## src/rtl/nvdla_cdp_pipe_pkg.sv

```systemverilog
// nvdla_cdp_pipe_pkg: shared limits, pointer sizing and stall counter width for the CDP elastic pipe.
// NVDLA_CDP_PIPE_STALL_CNT_EN enables the optional stall counter.
package nvdla_cdp_pipe_pkg;

    localparam int DW_MIN    = 1;
    localparam int DW_MAX    = 512;
    localparam int DEPTH_MIN = 1;
    localparam int DEPTH_MAX = 8;
    localparam int STALL_W   = 16;

`ifdef NVDLA_CDP_PIPE_STALL_CNT_EN
    localparam bit STALL_CNT_EN = 1'b1;
`else
    localparam bit STALL_CNT_EN = 1'b0;
`endif

    // A one-entry buffer still needs a 1-bit pointer to index storage.
    function automatic int ptr_w(input int depth);
        return (depth > 1) ? $clog2(depth) : 1;
    endfunction

endpackage

```

## src/rtl/nvdla_cdp_pipe_ctrl.sv

```systemverilog
// nvdla_cdp_pipe_ctrl: pointers, entry count, ready/valid generation and optional stall counter.
// NVDLA_CDP_PIPE_STALL_CNT_EN adds the saturating stall_cnt output.
module nvdla_cdp_pipe_ctrl
    import nvdla_cdp_pipe_pkg::*;
#(
    parameter int DEPTH      = 2,
    parameter int RDY_BYPASS = 0,
    localparam int PW        = ptr_w(DEPTH),
    localparam int CW        = $clog2(DEPTH + 1)
) (
    input  logic               clk,
    input  logic               rst,
    input  logic               in_vld,
    input  logic               out_rdy,
    input  logic               flush,
    output logic               in_rdy,
    output logic               out_vld,
    output logic               push,
    output logic [PW-1:0]      wr_ptr,
    output logic [PW-1:0]      rd_ptr,
    output logic [CW-1:0]      occ
`ifdef NVDLA_CDP_PIPE_STALL_CNT_EN
    ,
    output logic [STALL_W-1:0] stall_cnt
`endif
);

    localparam logic [PW-1:0] LAST = PW'(DEPTH - 1);
    localparam logic [CW-1:0] FULL = CW'(DEPTH);
    localparam bit            BYP  = (RDY_BYPASS != 0);

    logic pop;

    // With BYP clear the out_rdy term is constant-folded away, so in_rdy stays registered.
    always_comb begin
        out_vld = occ != '0;
        in_rdy  = (occ != FULL) || (BYP && out_rdy);
        push    = in_vld && in_rdy;
        pop     = out_vld && out_rdy;
    end

    always_ff @(posedge clk) begin
        if (rst || flush) begin
            wr_ptr <= '0;
            rd_ptr <= '0;
            occ    <= '0;
        end else begin
            if (push) wr_ptr <= (wr_ptr == LAST) ? '0 : wr_ptr + 1'b1;
            if (pop) rd_ptr <= (rd_ptr == LAST) ? '0 : rd_ptr + 1'b1;
            occ <= occ + CW'(push) - CW'(pop);
        end
    end

`ifdef NVDLA_CDP_PIPE_STALL_CNT_EN
    always_ff @(posedge clk) begin
        if (rst || flush) stall_cnt <= '0;
        else if (out_vld && !out_rdy && stall_cnt != '1) stall_cnt <= stall_cnt + 1'b1;
    end
`endif

endmodule

```

## src/rtl/nvdla_cdp_dp_elastic_pipe.sv

```systemverilog
// nvdla_cdp_dp_elastic_pipe: DEPTH-entry elastic FIFO stage with registered outputs and flush.
// NVDLA_CDP_PIPE_STALL_CNT_EN adds the stall_cnt output.
module nvdla_cdp_dp_elastic_pipe
    import nvdla_cdp_pipe_pkg::*;
#(
    parameter int DW         = 15,
    parameter int DEPTH      = 2,
    parameter int RDY_BYPASS = 0
) (
    input  logic                         nvdla_core_clk,
    input  logic                         nvdla_core_rst,
    input  logic                         in_vld,
    output logic                         in_rdy,
    input  logic [DW-1:0]                in_pd,
    output logic                         out_vld,
    input  logic                         out_rdy,
    output logic [DW-1:0]                out_pd,
    input  logic                         flush,
    output logic [$clog2(DEPTH+1)-1:0]   occ
`ifdef NVDLA_CDP_PIPE_STALL_CNT_EN
    ,
    output logic [STALL_W-1:0]           stall_cnt
`endif
);

    localparam int PW = ptr_w(DEPTH);

    if (DW < DW_MIN || DW > DW_MAX) begin : g_dw_chk
        $error("DW out of range");
    end
    if (DEPTH < DEPTH_MIN || DEPTH > DEPTH_MAX) begin : g_depth_chk
        $error("DEPTH out of range");
    end
    if (RDY_BYPASS != 0 && RDY_BYPASS != 1) begin : g_byp_chk
        $error("RDY_BYPASS must be 0 or 1");
    end

    logic [DW-1:0] mem [DEPTH];
    logic          push;
    logic [PW-1:0] wr_ptr;
    logic [PW-1:0] rd_ptr;

    nvdla_cdp_pipe_ctrl #(
        .DEPTH      (DEPTH),
        .RDY_BYPASS (RDY_BYPASS)
    ) u_ctrl (
        .clk       (nvdla_core_clk),
        .rst       (nvdla_core_rst),
        .in_vld    (in_vld),
        .out_rdy   (out_rdy),
        .flush     (flush),
        .in_rdy    (in_rdy),
        .out_vld   (out_vld),
        .push      (push),
        .wr_ptr    (wr_ptr),
        .rd_ptr    (rd_ptr),
        .occ       (occ)
`ifdef NVDLA_CDP_PIPE_STALL_CNT_EN
        ,
        .stall_cnt (stall_cnt)
`endif
    );

    // Storage is deliberately unreset; validity lives entirely in the count.
    always_ff @(posedge nvdla_core_clk) begin
        if (push) mem[wr_ptr] <= in_pd;
    end

    assign out_pd = mem[rd_ptr];

endmodule

```

## config.mk

```make
export PLATFORM = sky130hd
export DESIGN_NAME = nvdla_cdp_dp_elastic_pipe
export DESIGN_NICKNAME = d
export VERILOG_FILES = /design/src/rtl/nvdla_cdp_pipe_pkg.sv /design/src/rtl/nvdla_cdp_pipe_ctrl.sv /design/src/rtl/nvdla_cdp_dp_elastic_pipe.sv
export SDC_FILE = /design/constraint.sdc
export NUM_CORES = 1
export LEC_CHECK = 0
export BUFFER_PORTS_ARGS = -buffer_cell sky130_fd_sc_hd__buf_4
export CAP_MARGIN = 10
export CORE_ASPECT_RATIO = 1.1
export CORE_MARGIN = 2
export CORE_UTILIZATION = 52
export DETAILED_ROUTE_END_ITERATION = 8
export PLACE_DENSITY = 0.81
export SYNTH_ARGS = -nofsm -noshare
export SYNTH_HDL_FRONTEND = slang
export SYNTH_HIERARCHICAL = 1
export SYNTH_SLANG_ARGS = --single-unit
```

## constraint.sdc

```tcl
create_clock -name nvdla_core_clk -period 3.1 [get_ports nvdla_core_clk]
set_input_delay 0.31 -clock nvdla_core_clk [delete_from_list [all_inputs] [get_ports nvdla_core_clk]]
set_output_delay 0.31 -clock nvdla_core_clk [all_outputs]
set_load 0.01 [all_outputs]
```

==> results of run 1 <==
-- through the flow --
stage / util / power, mW / hold slack [ps] / setup slack (ps)
final: 0.6872 / 0.8646 / 123.8 / 954.9
after global routing: 0.6872 / 0.9046 / 104.3 / 852.1
after CTS: 0.6872 / 0.8747 / 105.4 / 909.0
after detailed placement: 0.6657 / 0.6495 / 481.0 / 1303
after global placement: 0.6657 / 0.6454 / 459.4 / 1350
after floorplan: - / 0.5934 / 379.0 / 1221
-- path summary, 6_finish.rpt --
path,slack [ps],cells past startpoint,endpoint,start
setup / recovery,950,2,out_pd[13],u_ctrl/rd_ptr
hold / removal,120,2,u_ctrl/rd_ptr,flush
setup reg to reg,1380,5,mem[0][2],u_ctrl/occ[0]
hold reg to reg,500,2,u_ctrl/wr_ptr,u_ctrl/wr_ptr
-- logic make-up (layout without fill, tap and decap cells) --
logic type,count (synthesis),after routing,share of synthesized area
simple gates,11,11,0.05148
buf+inv,4,49,0.02849
mux,15,15,0.1516
compound gates,2,2,0.01011
fa+ha+maj,2,2,0.01838
xor+xnor,3,3,0.01930
flops,34,34,0.7206
-- cell type report --
| type | count | area (um2) | area share |
|---|---|---|---|
| clock buffer | 5 | 37.54 | 0.02188 |
| clock inverter | 3 | 16.27 | 0.009482 |
| inverter | 2 | 7.507 | 0.004376 |
| multi-input combinational | 33 | 341.6 | 0.1991 |
| sequential | 34 | 980.9 | 0.5718 |
| tap | 31 | 38.79 | 0.02261 |
| timing repair buffer | 39 | 292.8 | 0.1707 |
-- registers in the layout, summed over array words and instances, names as in the netlist --
register / flops
u_ctrl/rd_ptr: 1
mem: 30
u_ctrl/occ: 2
u_ctrl/wr_ptr: 1
-- metal layers --
layer  wire, um  global-route usage  vias up
met4         52             0.08791        0
met3        198             0.06701        5
met1        748              0.1745      345
li1           -                   -      355
met2       1046              0.2375       41
met5          0                   0        -
-- critical path, cell delays in order, from the launching register on --
cell                      delay, ps
sky130_fd_sc_hd__dfxtp_1        930
sky130_fd_sc_hd__mux2_2         420
sky130_fd_sc_hd__buf_4          140
-- Yosys cell counts, types with 2 or more instances --
| cell | count | area [um2] |
|---|---|---|
| sky130_fd_sc_hd__xnor2_1 | 3 | 26.28 |
| sky130_fd_sc_hd__and2_1 | 3 | 18.77 |
| sky130_fd_sc_hd__ha_1 | 2 | 25.02 |
| sky130_fd_sc_hd__mux2_2 | 5 | 56.30 |
| sky130_fd_sc_hd__dfxtp_1 | 4 | 80.08 |
| sky130_fd_sc_hd__mux2_4 | 10 | 150.1 |
| sky130_fd_sc_hd__edfxtp_1 | 30 | 900.9 |
-- power groups by stage --
stage / registers [mW] / clock network [mW] / logic (mW)
global route: 0.534 / 0.255 / 0.116
floorplan: 0.539 / 0 / 0.0548
global placement: 0.541 / 0 / 0.105
finish: 0.532 / 0.227 / 0.106
CTS: 0.532 / 0.235 / 0.107
detailed placement: 0.543 / 0 / 0.107
-- layout by cell type (no fill, tap or decap), types with 2 or more instances in the layout --
cell                       instances
sky130_fd_sc_hd__mux2_2            5
sky130_fd_sc_hd__edfxtp_1         30
sky130_fd_sc_hd__dfxtp_1           4
sky130_fd_sc_hd__clkbuf_4          5
sky130_fd_sc_hd__buf_4            39
sky130_fd_sc_hd__and2_1            3
sky130_fd_sc_hd__xnor2_1           3
sky130_fd_sc_hd__mux2_4           10
sky130_fd_sc_hd__ha_1              2
==> reports/metrics.yaml, run 1 <==
outcome:
  status: "finished, final reports clean"
clock_tree:
  clock-root-buffer: "sky130_fd_sc_hd__clkbuf_4"
  ctsHoldBuffers: 0
  insertion_delay_ps: 340
  postCtsResizedCells: 0
  clock_tree.htree_level_count: 2
  tritoncts_clock_tree: "built"
  total_cts_buffers: 5
  post_cts_setup_buffer_count: 0
  ctsLongestPathBuffers: 2
  clock_edge_transition_at_the_registers_on_the_reported_setup_and_hold_paths_ps: 100
  clock_sink_count: 34
pwr:
  leakagePower_nw: 0.6805
  switching_power_mw: 0.1944
  p_seq_frac: 0.615
  pwr_density_cell_nw_per_um2: 504.0
  pwr-share-clk: 0.263
  power_report.internal_total_mw: 0.6702
  switching_fraction: 0.2249
  worst_ir_drop_vdd_mv: 0.4178
  combPwrFrac: 0.122
grt:
  grt_antenna_before_repair: 0
  wire_length_of_the_first_global_routing_pass_um: 3160
  grt_usage: 0.1529
  grt_max_degree: 17
  overflow: 0
  via_count_of_the_first_global_routing_pass: 723
yosys:
  syn_area_um2: 1361
  ys_types: 21
  postSynthCellCount: 71
  synthesis.area_per_instance_um2: 19.17
  synth_enable_flop_cells: 30
  post_synth_net_total: 93
  sequential_element_share_of_the_synthesized_area: 0.7206
  synth_top_flop_cell: "sky130_fd_sc_hd__edfxtp_1"
  asyncSetResetFlopFracSynth: 0
  yosys_register_bits: 34
  synth_warnings: 6
layout:
  layout.nets: 137
  finish.instance_area_um2: 1715
  antenna_cells_inserted: 0
  fill_cells: 187
  fraction_of_final_layout_cells_with_drive_strength_greater_than_1: 0.5690
  instances_no_fill: 147
  syn2layout_area_growth_pct: 26.01
route:
  detail_route.drc_violations: 0
  avg_wl_per_cell_um: 13.91
  wirelength_um: 2045
  detail-route-antenna-nets: 0
  length_of_the_first_detailed_routing_pass_in_iterations: 4
  vias_per_cell: 5.075
  drt-initial-drc-count: 11
  routed-via-count: 746
floorplanning:
  floorplan.die.height_um: 57.66
  dieWidth_um: 52.79
  row_count: 19
  coreArea_um2: 2496
  die_outline_area_um2: 3044
  top_level_ports: 39
  initial_core_util: 0.5454
worst_setup_path:
  cp-start-kind: "flop"
  worstSetupEndpointType: "output port"
  critPathArrivalTime_ps: 1840
  cp.required_ps: 2790
  worstPathMaxFanout: 16
  crit_type: "flop to output port"
sta:
  worst_slew_margin_rel: 0.3967
  setup_total_negative_slack_ps: 0
  final_max_slew_viol_count: 0
  fin_crit_ps: 2145
  timing.clock.skew_ps: 11.93
  report.final.hold_viol_count: 0
  timing.fmax_mhz: 466.2
  min_period_over_period: 0.6920
  timing_worst_slew_pin_value_ps: 903.8
  rsz0062_at_grt: "no"
  setup_violations: 0
placed_design:
  placement.io_buffers: 38
  place_inst: 139
  dpl-instance-area_um2: 1662
  dpl.hpwl_um: 1465
  routabilityCongestion: 0.6119
flow_run:
  cap_violations: 0
worst_hold_path:
  hold_class: "input port to flop"
Power figures use the tool's default switching activity.
==> run 2: changes to the inputs <==
Settings changed: CORE_UTILIZATION 52 to 45, PLACE_DENSITY 0.81 to 0.74.
Clock period 3.1 ns to 1.92 ns, I/O delays scaled along.
==> run 2 against run 1 <==
Compared with the run above: flip-flop and latch count did not move; clock power rose by 51%; clock-buffer cell count rose by 1; clock skew fell by 4.3 ps; non-clock buffer count rose by 5; sequential share of layout area fell by 1.2 points; critical endpoint is now out_pd[4].
==> reports/metrics.yaml, run 2 (synthesized netlist as in run 1, its figures left out) <==
clock_tree:
  clock_sink_count: 34  # unchanged
  ctsHoldBuffers: 0  # unchanged
  clock_tree.htree_level_count: 2  # unchanged
  postCtsResizedCells: 0  # unchanged
  insertion_delay_ps: 320  # was 340 ps
  ctsLongestPathBuffers: 2  # unchanged
  tritoncts_clock_tree: "built"  # unchanged
  clock-root-buffer: "sky130_fd_sc_hd__clkbuf_4"  # unchanged
  clock_edge_transition_at_the_registers_on_the_reported_setup_and_hold_paths_ps: 90  # was 100 ps
  total_cts_buffers: 5  # unchanged
  post_cts_setup_buffer_count: 0  # unchanged
layout:
  most-common-layout-cells: "sky130_fd_sc_hd__buf_4 (44), sky130_fd_sc_hd__edfxtp_1 (30), sky130_fd_sc_hd__mux2_4 (10)"  # was sky130_fd_sc_hd__buf_4 (39), sky130_fd_sc_hd__edfxtp_1 (30), sky130_fd_sc_hd__mux2_4 (10)
  largest_register_ffs: 30  # unchanged
  layout_commonest_cell: "sky130_fd_sc_hd__buf_4"  # unchanged
  syn2layout_area_growth_pct: 28.68  # was 26.01%
  layout.nets: 142  # was 137
  largest-register: "mem"  # unchanged
  layout_top_registers: "mem x30, u_ctrl/occ x2"  # unchanged
  fraction_of_final_layout_cells_with_drive_strength_greater_than_1: 0.5785  # was 0.5690
  antenna_cells_inserted: 0  # unchanged
placed_design:
  dpl.hpwl_um: 1621  # was 1465 um
  placement.io_buffers: 38  # unchanged
  routabilityCongestion: 0.6202  # was 0.6119
sta:
  fin_crit_ps: 1738
  worst_slew_margin_rel: 0.7768  # was 0.3967
  setup_violations: 0  # unchanged
  timing_worst_slew_pin_value_ps: 334.3  # was 903.8 ps
  min_period_over_period: 0.9052
  report.final.hold_viol_count: 0  # unchanged
  rsz0062_at_grt: "no"  # unchanged
  final_max_slew_viol_count: 0  # unchanged
  timing.clock.skew_ps: 7.641  # was 11.93 ps
  timing.fmax_mhz: 575.4
  hold_slack_ps: 35.35  # was 123.8 ps
  setup_total_negative_slack_ps: 0  # unchanged
grt:
  grt_antenna_before_repair: 0  # unchanged
  grt_max_degree: 11  # was 17
  grt_usage: 0.1389  # was 0.1529
  overflow: 0  # unchanged
  via_count_of_the_first_global_routing_pass: 761  # was 723
  wire_length_of_the_first_global_routing_pass_um: 3339  # was 3160 um
worst_setup_path:
  startpoint: "u_ctrl/rd_ptr"  # unchanged
  worstSetupEndpointType: "output port"  # unchanged
  worstPathMaxFanout: 7  # was 16
  cp-start-kind: "flop"  # unchanged
  worst_flop_to_flop_path_startpoint: "u_ctrl/occ[0]"  # unchanged
  cp.required_ps: 1730  # was 2790 ps
  critPathArrivalTime_ps: 1550  # was 1840 ps
  crit_type: "flop to output port"  # unchanged
floorplanning:
  initial_core_util: 0.4814  # was 0.5454
  top_level_ports: 39  # unchanged
  dieWidth_um: 56.44  # was 52.79 um
  row_count: 20  # was 19
  floorplan.die.height_um: 61.69  # was 57.66 um
  die_outline_area_um2: 3482  # was 3044 um2
  coreArea_um2: 2828  # was 2496 um2
pwr:
  leakagePower_nw: 0.7081  # was 0.6805 nW
  pwr_density_cell_nw_per_um2: 786.7  # was 504.0 nW/um2
  worst_ir_drop_vdd_mv: 0.5069  # was 0.4178 mV
worst_hold_path:
  hold_class: "input port to flop"  # unchanged
  hp-start: "nvdla_core_rst"  # was flush
route:
  avg_wl_per_cell_um: 13.66  # was 13.91 um
  detail-route-antenna-nets: 0  # unchanged
  vias_per_cell: 4.773  # was 5.075
  drt-initial-drc-count: 30  # was 11
  detail_route.drc_violations: 0  # unchanged
  length_of_the_first_detailed_routing_pass_in_iterations: 2  # was 4
  routed-via-count: 735  # was 746
  wirelength_um: 2103  # was 2045 um
outcome:
  status: "finished, final reports clean"  # unchanged
flow_run:
  cap_violations: 0  # unchanged
[run 2: stage by stage]
stage / setup WS, ps / area (um2) / util / power [mW] / cells
4_1_cts: 139.6 / 1752 / 0.6195 / 1.404 / 154
3_5_place_dp: 214.0 / 1702 / 0.6018 / 1.056 / 146
2_1_floorplan: 41.44 / 1361 / - / 0.9581 / 71
3_3_place_gp: 355.0 / 1702 / 0.6018 / 1.049 / 146
6_report: 181.9 / 1752 / 0.6195 / 1.378 / 154
5_1_grt: 59.76 / 1752 / 0.6195 / 1.448 / 154
[run 2: worst paths after layout]
| path | to | slack [ps] | cells after the start |
|---|---|---|---|
| setup / recovery | out_pd[4] | 180 | 3 |
| hold / removal | u_ctrl/rd_ptr | 40 | 2 |
| setup reg to reg | u_ctrl/occ[1] | 200 | 8 |
| hold reg to reg | u_ctrl/wr_ptr | 490 | 2 |
[run 2: cell type report]
type	instances	area [um2]
fillers	226	1076
repair buffers	44	330.3
flip-flops and latches	34	980.9
clock inverters	2	8.758
multi-input cells	33	341.6
well taps	33	41.29
clock buffers	6	41.29
inverters	2	7.507
[run 2: per-layer routing]
metal | part of all wire | vias to the layer above | global-route usage
li1 | - | 362 | -
met1 | 0.38 | 341 | 0.1324
met2 | 0.53 | 27 | 0.2425
met3 | 0.070 | 5 | 0.07353
met4 | 0.021 | 0 | 0.08163
met5 | 0 | - | 0
[run 2: critical path: stages, from the launching register on]
cell and delay (ps):
sky130_fd_sc_hd__dfxtp_1 530, sky130_fd_sc_hd__buf_4 260, sky130_fd_sc_hd__mux2_4 310, sky130_fd_sc_hd__buf_4 140
[run 2: power breakdown]
| part | internal (mW) | total (mW) | switching (mW) |
|---|---|---|---|
| Clock | 0.137 | 0.343 | 0.206 |
| Combinational | 0.108 | 0.180 | 0.0712 |
| Sequential | 0.843 | 0.855 | 0.0129 |
